$ cat src/rtl/operand_entry_pkg.sv
// Shared definitions for the operand-entry stage: target-select encodings,
// key count and the nibble step helper used by the apply logic.
package operand_entry_pkg;

  localparam int NKEYS = 8;

  typedef enum logic [1:0] {
    SEL_N1_LO = 2'b00,
    SEL_N2    = 2'b01,
    SEL_N1_HI = 2'b10,
    SEL_NONE  = 2'b11
  } sel_e;

  // Nibble +/-1 with natural 4-bit wrap (F+1 -> 0, 0-1 -> F), no carry out.
  function automatic logic [3:0] nib_step(input logic [3:0] nib, input logic down);
    return down ? (nib - 4'd1) : (nib + 4'd1);
  endfunction

endpackage

$ cat src/rtl/key_debounce.sv
// One key: 2-flop synchronizer, debounce FSM on a stable level, and a
// single-cycle registered press pulse on each accepted 0->1 transition.
module key_debounce #(
  parameter int DEBOUNCE_CYCLES = 1_000_000,
  parameter int CNT_W           = 24
) (
  input  logic clk,
  input  logic rst,
  input  logic key,
  output logic press
);

  // Counter value at which the next mismatching cycle completes the interval.
  localparam logic [CNT_W-1:0] CNT_LAST = CNT_W'(DEBOUNCE_CYCLES - 1);

  logic             sync_p0;
  logic             sync_p1;
  logic             stb;
  logic [CNT_W-1:0] cnt;
  logic             stb_nxt;
  logic [CNT_W-1:0] cnt_nxt;
  logic             rise;

  // State register: synchronizer flops, stable level, counter and press pulse.
  always_ff @(posedge clk) begin
    if (rst) begin
      sync_p0 <= 1'b0;
      sync_p1 <= 1'b0;
      stb     <= 1'b0;
      cnt     <= '0;
      press   <= 1'b0;
    end else begin
      sync_p0 <= key;
      sync_p1 <= sync_p0;
      stb     <= stb_nxt;
      cnt     <= cnt_nxt;
      press   <= rise;
    end
  end

  // Next state: count consecutive disagreeing cycles, toggle once the run is long enough.
  always_comb begin
    stb_nxt = stb;
    cnt_nxt = '0;
    if (sync_p1 != stb) begin
      if (cnt == CNT_LAST) begin
        stb_nxt = ~stb;
      end else begin
        cnt_nxt = cnt + CNT_W'(1);
      end
    end
  end

  // Output decode: only the rising toggle of the stable level counts as a press.
  always_comb begin
    rise = stb_nxt & ~stb;
  end

endmodule

$ cat src/rtl/operand_entry.sv
// Operand-entry stage: debounces eight nibble keys on the system clock and
// steps the addressed nibble of num1 (64 bit) or num2 (32 bit) up or down.
module operand_entry
  import operand_entry_pkg::*;
#(
  parameter int DEBOUNCE_CYCLES = 1_000_000,
  parameter int CNT_W           = 24
) (
  input  logic             clk,
  input  logic             rst,
  input  logic [NKEYS-1:0] key_in,
  input  logic [1:0]       sel,
  input  logic             dec,
  input  logic             clr,
  output logic [63:0]      num1,
  output logic [31:0]      num2,
  output logic             upd,
  output logic [NKEYS-1:0] upd_mask
);

  logic [NKEYS-1:0] press;
  logic [63:0]      num1_nxt;
  logic [31:0]      num2_nxt;
  logic [NKEYS-1:0] mask_nxt;
  sel_e             tgt;

  assign tgt = sel_e'(sel);

  for (genvar i = 0; i < NKEYS; i++) begin : g_key
    key_debounce #(
      .DEBOUNCE_CYCLES(DEBOUNCE_CYCLES),
      .CNT_W          (CNT_W)
    ) u_key (
      .clk  (clk),
      .rst  (rst),
      .key  (key_in[i]),
      .press(press[i])
    );
  end

  // Apply every pending press to its own nibble of the selected target.
  always_comb begin
    num1_nxt = num1;
    num2_nxt = num2;
    mask_nxt = '0;
    for (int i = 0; i < NKEYS; i++) begin
      if (press[i]) begin
        case (tgt)
          SEL_N1_LO: begin
            num1_nxt[4*i +: 4] = nib_step(num1[4*i +: 4], dec);
            mask_nxt[i]        = 1'b1;
          end
          SEL_N1_HI: begin
            num1_nxt[32+4*i +: 4] = nib_step(num1[32+4*i +: 4], dec);
            mask_nxt[i]           = 1'b1;
          end
          SEL_N2: begin
            num2_nxt[4*i +: 4] = nib_step(num2[4*i +: 4], dec);
            mask_nxt[i]        = 1'b1;
          end
          default: ;
        endcase
      end
    end
  end

  // Operand and update-flag registers; clear wins over any same-cycle press.
  always_ff @(posedge clk) begin
    if (rst || clr) begin
      num1     <= '0;
      num2     <= '0;
      upd      <= 1'b0;
      upd_mask <= '0;
    end else begin
      num1     <= num1_nxt;
      num2     <= num2_nxt;
      upd      <= |mask_nxt;
      upd_mask <= mask_nxt;
    end
  end

endmodule

$ cat config.mk
export PLATFORM = sky130hd
export DESIGN_NAME = operand_entry
export DESIGN_NICKNAME = d
export VERILOG_FILES = /design/src/rtl/operand_entry_pkg.sv /design/src/rtl/key_debounce.sv /design/src/rtl/operand_entry.sv
export SDC_FILE = /design/constraint.sdc
export NUM_CORES = 1
export LEC_CHECK = 0
export CAP_MARGIN = 15
export CORE_MARGIN = 2
export CORE_UTILIZATION = 64
export CTS_CLUSTER_DIAMETER = 40
export DETAILED_ROUTE_END_ITERATION = 10
export HOLD_SLACK_MARGIN = 0.12
export PLACE_DENSITY = 0.89
export SLEW_MARGIN = 20
export SYNTH_ARGS = -nofsm -noshare
export SYNTH_HDL_FRONTEND = slang
export SYNTH_SLANG_ARGS = --single-unit
$ cat constraint.sdc
create_clock -name clk -period 5.5 [get_ports clk]
set_clock_uncertainty 0.2 [all_clocks]
set_input_delay 1.1 -clock clk [delete_from_list [all_inputs] [get_ports clk]]
set_output_delay 1.1 -clock clk [all_outputs]
set_load 0.1 [all_outputs]
==> results of run 1 <==
cell families (layout without fill, tap and decap cells):
logic type | after synthesis | after routing
AO/OA/AOI/OAI | 272 | 272
XOR/XNOR | 144 | 144
adder cells (fa/ha/maj) | 80 | 80
buffers and inverters | 168 | 293
flip-flops | 329 | 329
multiplexers | 58 | 58
AND/OR/NAND/NOR | 818 | 818
power groups by stage:
stage,clock (mW),combinational (mW),sequential (mW)
floorplan,0,0.0847,2.45
finish,2.91,0.132,2.40
CTS,2.95,0.132,2.40
global placement,0,0.125,2.45
detailed placement,0,0.130,2.45
global route,3.05,0.145,2.39
cell type report:
| type | instances | area, um^2 |
|---|---|---|
| clock inverter | 26 | 365 |
| clock buffer | 50 | 1140 |
| inverter | 86 | 323 |
| fill | 1686 | 5920 |
| tap | 330 | 413 |
| sequential | 329 | 6590 |
| multi-input combinational | 1372 | 9010 |
| timing repair buffer | 131 | 1270 |
registers in the layout (all words and copies together), names as in the netlist:
name and count:
g_key.u_key.cnt 192, g_key.u_key.press 8, upd 1, g_key.u_key.sync_p0 8
g_key.u_key.stb 8, num1 64, upd_mask 8, g_key.u_key.sync_p1 8
num2 32
placed cells by master (no fill, tap or decap), types with 16 or more instances in the layout:
cell type and count:
nor2b_1 17, xnor2_1 98, ha_1 56, clkbuf_16 43, nand3_1 57, fa_1 24, and4_1 20, xor2_1 46
inv_1 85, a211oi_1 24, nor4_1 33, nand2_1 189, nand3b_1 16, o21ai_0 33, nand4_1 69, clkdlybuf4s50_1 116
mux2i_1 58, and3b_1 16, a21o_1 24, or4_1 42, dfxtp_1 329, and3_1 16, o31ai_1 37, nor2_1 189
a21oi_1 133, or3_1 70, nor3_1 30
worst register-to-register path, stage by stage (launching register included):
cell	delay (ns)
dfxtp_1	0.38
nor4b_1	0.37
nand4_1	0.30
o31ai_4	0.89
nor2_1	0.15
metrics by stage:
stage	area, um^2	cells	hold WS (ns)	worst slack (ns)
detailed placement	17600	2248	0.227	1.84
finish	19100	2324	0.235	2.05
floorplan	16200	1869	0.214	1.50
global placement	17600	2248	0.218	1.96
CTS	19100	2324	0.240	2.04
global route	19100	2324	0.256	2.01
per-layer routing:
layer,global-route usage,routed length (um),up-vias
li1,-,-,6807
met5,0,0,-
met4,0.107,1080,0
met1,0.349,16000,6672
met3,0.0470,2290,101
met2,0.491,18300,445
final timing paths:
kind	end	cells past startpoint
setup / recovery	num1[36]	1
hold reg to reg	g_key[2].u_key.sync_p1$_SDFF_PP0_	1
hold / removal	g_key[2].u_key.sync_p1$_SDFF_PP0_	1
setup reg to reg	g_key[6].u_key.cnt[15]$_SDFF_PP0_	4
==> qor.csv, run 1 <==
stage;metric;value;unit
worst_setup_path;worst-path fanout max;4;
yosys;dominant synthesized flop cell;dfxtp_1;
power_and_ir_drop;logic gate share of total power;0.024;
min_path;min-delay src;g_key[2].u_key.sync_p0$_SDFF_PP0_;
run_status;outcome;completed;
clocking;CTS clk-pin slew, worst paths;0.06;ns
die;Core ar.;25000;um^2
layout;layout cells sized above 1;0.0562;
clocking;post_cts resized;0;
yosys;count leader, synth;dfxtp_1;
yosys;fraction of the mapped netlist area in adder cells;0.0729;
clocking;clock tree root driver cell;clkbuf_16;
worst_setup_path;Critical Path RT;4.20;ns
power_and_ir_drop;Int Power;4.27;mW
global_routing;vias in the first global route;13382;
yosys;synthesized-area fraction occupied by xor and xnor cells;0.0778;
timing;setup violators final;0;
layout;net count reported at finish;2055;
worst_setup_path;Setup crit start;num1[36]$_SDFFE_PP0P_;
power_and_ir_drop;Clock power frac;0.535;
yosys;Mapped Nets;1963;
die;Initial Util;0.647;
placed_design;GP Congestion;0.878;
die;Core Rows;58;
yosys;Synth area leaders;dfxtp_1, xnor2_1, nor2_1;
worst_setup_path;Top delay family on crit path;buffers and inverters;
clocking;CTS Hold Bufs;0;
timing;unrepaired setup endpoints after global routing;no;
die;die height;163;um
worst_setup_path;Crit Reg-Reg Startpoint;g_key[6].u_key.cnt[6]$_SDFF_PP0_;
die;Die ar.;26600;um^2
worst_setup_path;Worst setup SP type;flop;
timing;TNS Setup;0;ns
power_and_ir_drop;Design Power;5.44;mW
drt;TritonRoute pass-1 iters;7;
clocking;CTS Buf Count;41;
yosys;Post-Synth Simple-Gate Area;0.267;
yosys;Yosys reg bits;329;
global_routing;total grt overflow;0;
worst_setup_path;worst path cell trace;clkdlybuf4s50_1;
yosys;Yosys top cell by area;dfxtp_1;
placed_design;HPWL after DPL;24.9;mm
global_routing;initial antenna violation count;0;
layout;Layout area overhead;18.0;%
yosys;mux cell area share after synthesis;0.0358;
global_routing;largest net degree at the start of global routing;73;
clocking;post-CTS setup buffer count;0;
timing;final worst-path cycle share;0.628;
die;Die W;163;um
layout;# diodes;0;
die;IO Pins;119;
yosys;Syn. warnings;0;
yosys;Async SR Flop Fraction;0;
yosys;Mean Syn Cell Area;8.67;um^2
timing;Slew @ Worst Pin;1.07;ns
power_and_ir_drop;Reg power frac;0.441;
clocking;Sink Count;329;
placed_design;I/O Buffers;118;
drt;DR iter-0 viols;1086;
global_routing;Tot GR Track Use;0.281;
power_and_ir_drop;switching power;1.17;mW
run;total of max-cap violations;0;
yosys;largest family of logic cells by synthesized area;simple AND/OR/NAND/NOR gates;
yosys;Compound-Gate Fraction of Synth Area;0.101;
clocking;CTS H-tree lvls;2;
yosys;synthesized instance count;1869;
drt;Routed wire per std cell;16.2;um
yosys;area share of the leading cell type in the synthesized netlist;0.407;
power_and_ir_drop;Pwr Density;284;nW/um^2
drt;mean number of vias per cell;6.03;
clocking;CTS tree;done;
worst_setup_path;critical path's slowest cell;clkdlybuf4s50_1;
yosys;EDFF count, synth;0;
timing;f_max;290;MHz
layout;post-layout util;0.763;
clocking;worst skew pair latency;0.53;ns
yosys;synthesized area;16200;um^2
yosys;Netlist cell types;50;
clocking;Bufs on Longest Clock Path;3;
power_and_ir_drop;maximum vdd drop;0.000235;V
power_and_ir_drop;Sw Ratio;0.214;
worst_setup_path;Reg2Reg Setup Slack;3.07;ns
min_path;Worst Hold Class;flop to flop;
drt;total routed wirelength;37.6;mm
yosys;most frequent cells after synthesis;dfxtp_1, nor2_1, nand2_1, a21oi_1, xnor2_1;
worst_setup_path;crit path kind;flop to primary output;
timing;Slew headroom;0.283;
global_routing;first-pass GRT wire length;62.7;mm
timing;Final min period;3.45;ns
drt;Final ANT Viol Nets;0;
power_and_ir_drop;Pleak;6.24;nW
worst_setup_path;Buf+Inv Stages, Crit Path;1;
drt;vias;14025;
worst_setup_path;peak per-stage delay on the critical path;1.19;ns
yosys;sequential element share of the synthesized area;0.407;
timing;Final Hold Violating Endpoints;0;
worst_setup_path;WP data arrival;2.15;ns
worst_setup_path;CP Capture Type;primary output;
timing;Slew Limit Fails;0;
drt;DRC;0;
No activity file was read; power rests on OpenSTA's default activity.
==> inputs of run 2 (changes only) <==
CORE_UTILIZATION = 59   (was 64)
PLACE_DENSITY = 0.83   (was 0.89)
clock period = 3.3 ns   (was 5.5 ns; I/O delays follow)
==> run 2 against run 1 <==
  * Sequential share of layout area grew 0.077 points
  * Final cell count grew 1.3%
  * Critical path depth grew 3
  * Die area grew 8.3%
  * Highest routed layer unchanged
==> qor.csv, run 2 (synthesis gave the netlist of run 1 again) <==
stage;metric;value;unit;change
worst_setup_path;CP Capture Type;flop;;was primary output
die;IO Pins;119;;unchanged
drt;DR iter-0 viols;1151;;was 1086
timing;Slew headroom;0.373;;was 0.283
clocking;Sink Count;329;;unchanged
power_and_ir_drop;Pwr Density;486;nW/um^2;was 284 nW/um^2
layout;Layout area overhead;17.7;%;was 18.0%
worst_setup_path;crit path kind;flop to flop;;was flop to primary output
clocking;post-CTS setup buffer count;0;;unchanged
global_routing;vias in the first global route;13186;;was 13382
min_path;Hold Path Stages;1;;unchanged
timing;Final min period;2.40;ns;
layout;net count reported at finish;2072;;was 2055
drt;DRC;0;;unchanged
power_and_ir_drop;Design Power;9.26;mW;was 5.44 mW
clocking;CTS Buf Count;45;;was 41
worst_setup_path;worst-path fanout max;24;;was 4
layout;post-layout util;0.708;;was 0.763
layout;# diodes;0;;unchanged
clocking;CTS H-tree lvls;2;;unchanged
drt;TritonRoute pass-1 iters;5;;was 7
timing;worst hold slack;0.233;ns;was 0.235 ns
global_routing;total grt overflow;0;;unchanged
timing;Slew Limit Fails;0;;unchanged
die;Die W;170;um;was 163 um
worst_setup_path;Worst setup SP type;flop;;unchanged
layout;layout cells sized above 1;0.117;;was 0.0562
drt;Routed wire per std cell;15.6;um;was 16.2 um
clocking;worst skew pair latency;0.54;ns;was 0.53 ns
die;Core ar.;27000;um^2;was 25000 um^2
placed_design;HPWL after DPL;24.6;mm;was 24.9 mm
clocking;CTS Hold Bufs;0;;unchanged
power_and_ir_drop;maximum vdd drop;0.000396;V;was 0.000235 V
placed_design;GP Congestion;0.838;;was 0.878
timing;TNS Setup;0;ns;unchanged
worst_setup_path;Reg2Reg Depth;4;;unchanged
clocking;clock tree root driver cell;clkbuf_16;;unchanged
clocking;CTS tree;done;;unchanged
die;Die ar.;28800;um^2;was 26600 um^2
global_routing;initial antenna violation count;0;;unchanged
layout;Top reg by flops;g_key.u_key.cnt;;unchanged
layout;fillers;2017;;was 1686
timing;unrepaired setup endpoints after global routing;no;;unchanged
global_routing;Tot GR Track Use;0.255;;was 0.281
layout;commonest cells after routing, fill and taps aside;dfxtp_1, nand2_1, nor2_1;;unchanged
clocking;Bufs on Longest Clock Path;3;;unchanged
run_status;outcome;completed;;unchanged
run;total of max-cap violations;0;;unchanged
layout;commonest non-fill, non-tap cell in the layout;dfxtp_1;;unchanged
timing;setup violators final;0;;unchanged
power_and_ir_drop;Pleak;6.58;nW;was 6.24 nW
drt;mean number of vias per cell;5.90;;was 6.03
min_path;Worst Hold Class;flop to flop;;unchanged
clocking;CTS clk-pin slew, worst paths;0.06;ns;about the same
timing;f_max;416;MHz;
drt;Final ANT Viol Nets;0;;unchanged
die;Initial Util;0.601;;was 0.647
die;Core Rows;60;;was 58
die;die height;170;um;was 163 um
global_routing;first-pass GRT wire length;62.1;mm;was 62.7 mm
drt;total routed wirelength;36.7;mm;was 37.6 mm
layout;max reg flops;192;;unchanged
placed_design;I/O Buffers;118;;unchanged
timing;Slew @ Worst Pin;0.941;ns;was 1.07 ns
global_routing;largest net degree at the start of global routing;58;;was 73
timing;final worst-path cycle share;0.728;;
worst_setup_path;Critical Path RT;3.48;ns;was 4.20 ns
drt;vias;13903;;was 14025
clocking;post_cts resized;0;;unchanged
layout;Top Registers;g_key.u_key.cnt: 192 flops, num1: 64 flops, num2: 32 flops;;unchanged
worst_setup_path;WP data arrival;2.58;ns;was 2.15 ns
timing;Final Hold Violating Endpoints;0;;unchanged
==> run 2: layer usage <==
layer,part of all wire,global-route usage,vias up
li1,-,-,6845
met1,0.44,0.332,6629
met2,0.48,0.442,361
met3,0.056,0.0350,68
met4,0.022,0.0777,0
met5,0,0,-
==> run 2: layout make-up <==
type	instances	area (um^2)	area share
repair buffers	144	1140	0.0598
multi-input cells	1372	9000	0.472
clock buffers	58	1290	0.0675
well taps	341	427	0.0224
clock inverters	25	309	0.0162
flip-flops and latches	329	6590	0.345
inverters	86	323	0.0169
==> run 2: path summary, 6_finish.rpt <==
check | start | to | slack, ns
max | g_key[3].u_key.cnt[6]$_SDFF_PP0_ | g_key[3].u_key.cnt[2]$_SDFF_PP0_ | 0.90
min | g_key[1].u_key.sync_p0$_SDFF_PP0_ | g_key[1].u_key.sync_p1$_SDFF_PP0_ | 0.23
max reg2reg | g_key[3].u_key.cnt[6]$_SDFF_PP0_ | g_key[3].u_key.cnt[2]$_SDFF_PP0_ | 0.90
min reg2reg | g_key[1].u_key.sync_p0$_SDFF_PP0_ | g_key[1].u_key.sync_p1$_SDFF_PP0_ | 0.23
==> run 2: report_power, final <==
group	leakage, nW	internal (mW)	switching [mW]
clock	0.780	3.19	1.85
combinational	3.15	0.0811	0.146
sequential	2.65	3.99	0.00796
total	6.58	7.25	2.01
==> run 2: stage by stage <==
step,setup slack [ns],area (um^2),instances
3_3_place_gp,0.721,17500,2272
6_report,0.896,19100,2355
3_5_place_dp,0.566,17500,2272
5_1_grt,0.694,19100,2355
2_1_floorplan,0.508,16200,1869
4_1_cts,0.869,19100,2355
==> run 2: critical path, cell delays in order, from the launching register on <==
cell,delay (ns)
dfxtp_1,0.37
nor4_1,0.37
nand4_1,0.29
o31ai_4,0.89
nor2_1,0.12
==> inputs of run 3 (changes only) <==
clock period = 2.5 ns   (was 3.3 ns; I/O delays follow)
==> run 3 against run 2 <==
  * Register-to-register slack lost 0.69 ns
  * Die area is the same
  * Flip-flop and latch count is the same
  * Final cell count grew 1.1%
  * Sequential power grew 32%
  * Worst hold slack lost 0.056 ns
  * Sequential share of layout area shrank 0.44 points
  * Critical path type unchanged
  * Power grew 32%
  * Clock power grew 32%
  * Core utilization grew 0.92 points
  * Highest routed layer unchanged
==> qor.csv, run 3 (synthesis gave the netlist of run 1 again) <==
stage;metric;value;unit;change
run_status;outcome;completed;;unchanged
die;die height;170;um;unchanged
clocking;worst skew pair latency;0.55;ns;was 0.54 ns
worst_setup_path;Critical Path RT;2.76;ns;was 3.48 ns
timing;Slew headroom;0.609;;was 0.373
clocking;CTS Hold Bufs;0;;unchanged
power_and_ir_drop;switching power;2.92;mW;was 2.01 mW
timing;unrepaired setup endpoints after global routing;no;;unchanged
timing;Slew Limit Fails;0;;unchanged
global_routing;total grt overflow;0;;unchanged
global_routing;vias in the first global route;13249;;was 13186
timing;f_max;437;MHz;was 416 MHz
placed_design;I/O Buffers;118;;unchanged
layout;commonest cells after routing, fill and taps aside;dfxtp_1, nand2_1, nor2_1;;unchanged
clocking;post_cts resized;0;;unchanged
min_path;WHS Endpoint;g_key[6].u_key.sync_p0$_SDFF_PP0_;;was g_key[1].u_key.sync_p1$_SDFF_PP0_
drt;mean number of vias per cell;5.93;;was 5.90
layout;net count reported at finish;2097;;was 2072
layout;Layout area overhead;19.2;%;was 17.7%
power_and_ir_drop;Clock power frac;0.543;;was 0.544
clocking;CTS tree;done;;unchanged
die;Core Rows;60;;unchanged
worst_setup_path;worst path cell trace;nand4_1 -> or4_1 -> or4_1 -> a21oi_1;;was nor4_1 -> nand4_1 -> o31ai_4 -> nor2_1
worst_setup_path;Crit Reg-Reg Startpoint;g_key[4].u_key.cnt[3]$_SDFF_PP0_;;was g_key[3].u_key.cnt[6]$_SDFF_PP0_
layout;commonest non-fill, non-tap cell in the layout;dfxtp_1;;unchanged
worst_setup_path;RR Endpoint;g_key[4].u_key.cnt[23]$_SDFF_PP0_;;was g_key[3].u_key.cnt[2]$_SDFF_PP0_
worst_setup_path;Most Frequent Cell on Critical Path;or4_1;;
layout;fillers;1968;;was 2017
die;Core ar.;27000;um^2;unchanged
layout;fin area;19300;um^2;was 19100 um^2
placed_design;placed cells;2297;;was 2272
layout;# diodes;0;;unchanged
power_and_ir_drop;Pwr Density;634;nW/um^2;was 486 nW/um^2
global_routing;initial antenna violation count;0;;unchanged
drt;DR iter-0 viols;942;;was 1151
die;Die W;170;um;unchanged
worst_setup_path;critical path's slowest cell;or4_1;;was o31ai_4
worst_setup_path;worst-path fanout max;9;;was 24
placed_design;GP Congestion;0.825;;was 0.838
timing;Final Hold Violating Endpoints;0;;unchanged
timing;setup violators final;0;;unchanged
min_path;Worst Hold Class;input port to flop;;was flop to flop
global_routing;first-pass GRT wire length;62.5;mm;was 62.1 mm
layout;footprint of the multi-input gates;8990;um^2;was 9000 um^2
clocking;CTS H-tree lvls;2;;unchanged
min_path;min-delay src;rst;;was g_key[1].u_key.sync_p0$_SDFF_PP0_
worst_setup_path;Reg2Reg Depth;4;;unchanged
die;Initial Util;0.601;;unchanged
power_and_ir_drop;Sw Ratio;0.238;;was 0.217
timing;TNS Setup;0;ns;unchanged
layout;max reg flops;192;;unchanged
drt;TritonRoute pass-1 iters;5;;unchanged
clocking;post-CTS setup buffer count;0;;unchanged
global_routing;largest net degree at the start of global routing;40;;was 58
timing;Final min period;2.29;ns;was 2.40 ns
clocking;CTS Buf Count;45;;unchanged
min_path;Hold Path Stages;2;;was 1
layout;Post-Layout Cell Count;2381;;was 2355
clocking;CTS clk-pin slew, worst paths;0.06;ns;about the same
power_and_ir_drop;Int Power;9.32;mW;was 7.25 mW
global_routing;Tot GR Track Use;0.256;;was 0.255
drt;Final ANT Viol Nets;0;;unchanged
worst_setup_path;crit path kind;flop to flop;;unchanged
worst_setup_path;peak per-stage delay on the critical path;0.74;ns;was 0.89 ns
clocking;Sink Count;329;;unchanged
drt;vias;14115;;was 13903
drt;DRC;0;;unchanged
timing;Slew @ Worst Pin;0.582;ns;was 0.941 ns
layout;FF+latch area;6590;um^2;unchanged
run;total of max-cap violations;0;;unchanged
drt;Routed wire per std cell;15.7;um;was 15.6 um
die;IO Pins;119;;unchanged
layout;layout cells sized above 1;0.129;;was 0.117
placed_design;HPWL after DPL;25.5;mm;was 24.6 mm
power_and_ir_drop;Pleak;6.71;nW;was 6.58 nW
worst_setup_path;CP Capture Type;flop;;unchanged
drt;total routed wirelength;37.3;mm;was 36.7 mm
worst_setup_path;Buf+Inv Stages, Crit Path;0;;unchanged
placed_design;Placed Area;17700;um^2;was 17500 um^2
worst_setup_path;Worst setup SP type;flop;;unchanged
power_and_ir_drop;maximum vdd drop;0.000637;V;was 0.000396 V
power_and_ir_drop;logic gate share of total power;0.026;;was 0.025
clocking;Bufs on Longest Clock Path;3;;unchanged
power_and_ir_drop;Reg power frac;0.430;;was 0.431
worst_setup_path;WP data arrival;2.55;ns;was 2.58 ns
layout;Top Registers;g_key.u_key.cnt: 192 flops, num1: 64 flops, num2: 32 flops;;unchanged
worst_setup_path;Reg2Reg Setup Slack;0.21;ns;was 0.90 ns
timing;worst hold slack;0.177;ns;was 0.233 ns
worst_setup_path;Top delay family on crit path;simple AND/OR/NAND/NOR gates;;was compound AO/OA/AOI/OAI gates
layout;Top reg by flops;g_key.u_key.cnt;;unchanged
timing;final worst-path cycle share;0.916;;was 0.728
die;Die ar.;28800;um^2;unchanged
clocking;clock tree root driver cell;clkbuf_16;;unchanged
## run 3: cell count changes in the layout (fill, tap and decap cells not counted), sizes merged
cell / delta
buf: +25
bufinv: -2
clkbuf: -7
clkinv: +3
inv: +7
## run 3: cell type report
type                       instances  share of cell area
multi-input combinational       1372               0.465
sequential                       329               0.341
timing repair buffer             169              0.0720
clock buffer                      51              0.0621
tap                              341              0.0221
clock inverter                    33              0.0209
inverter                          86              0.0167
## run 3: power groups by stage
| stage | sequential [mW] | combinational [mW] | clock (mW) |
|---|---|---|---|
| after floorplan | 5.38 | 0.187 | 0 |
| after detailed placement | 5.39 | 0.321 | 0 |
| after global routing | 5.27 | 0.354 | 6.99 |
| after global placement | 5.38 | 0.310 | 0 |
| after CTS | 5.27 | 0.323 | 6.73 |
| final | 5.27 | 0.322 | 6.65 |
## run 3: worst max path at each step
stage                                           from                                 to  cells after the start
detailed placement                            sel[1]              num1[35]$_SDFFE_PP0P_                      6
CTS                 g_key[4].u_key.cnt[3]$_SDFF_PP0_  g_key[4].u_key.cnt[23]$_SDFF_PP0_                      4
floorplan                       num1[9]$_SDFFE_PP0P_              num1[11]$_SDFFE_PP0P_                      5
finish              g_key[4].u_key.cnt[3]$_SDFF_PP0_  g_key[4].u_key.cnt[23]$_SDFF_PP0_                      4
global placement                                 dec              num2[31]$_SDFFE_PP0P_                      7
global route        g_key[0].u_key.cnt[0]$_SDFF_PP0_  g_key[0].u_key.cnt[22]$_SDFF_PP0_                      5
## run 3: metal layers
metal  vias up  track usage  routed length (um)
li1       6909            -                   -
met1      6704        0.333               16400
met2       428        0.438               17700
met3        74       0.0387                2200
met4         0       0.0847                1000
met5         -            0                   0
## run 3: stage by stage
stage           util  setup slack [ns]  total power [mW]
2_1_floorplan      -             0.158              5.57
3_3_place_gp   0.657             0.264              5.69
6_report       0.717             0.210              12.2
4_1_cts        0.717             0.249              12.3
3_5_place_dp   0.657             0.158              5.71
5_1_grt        0.717            0.0972              12.6
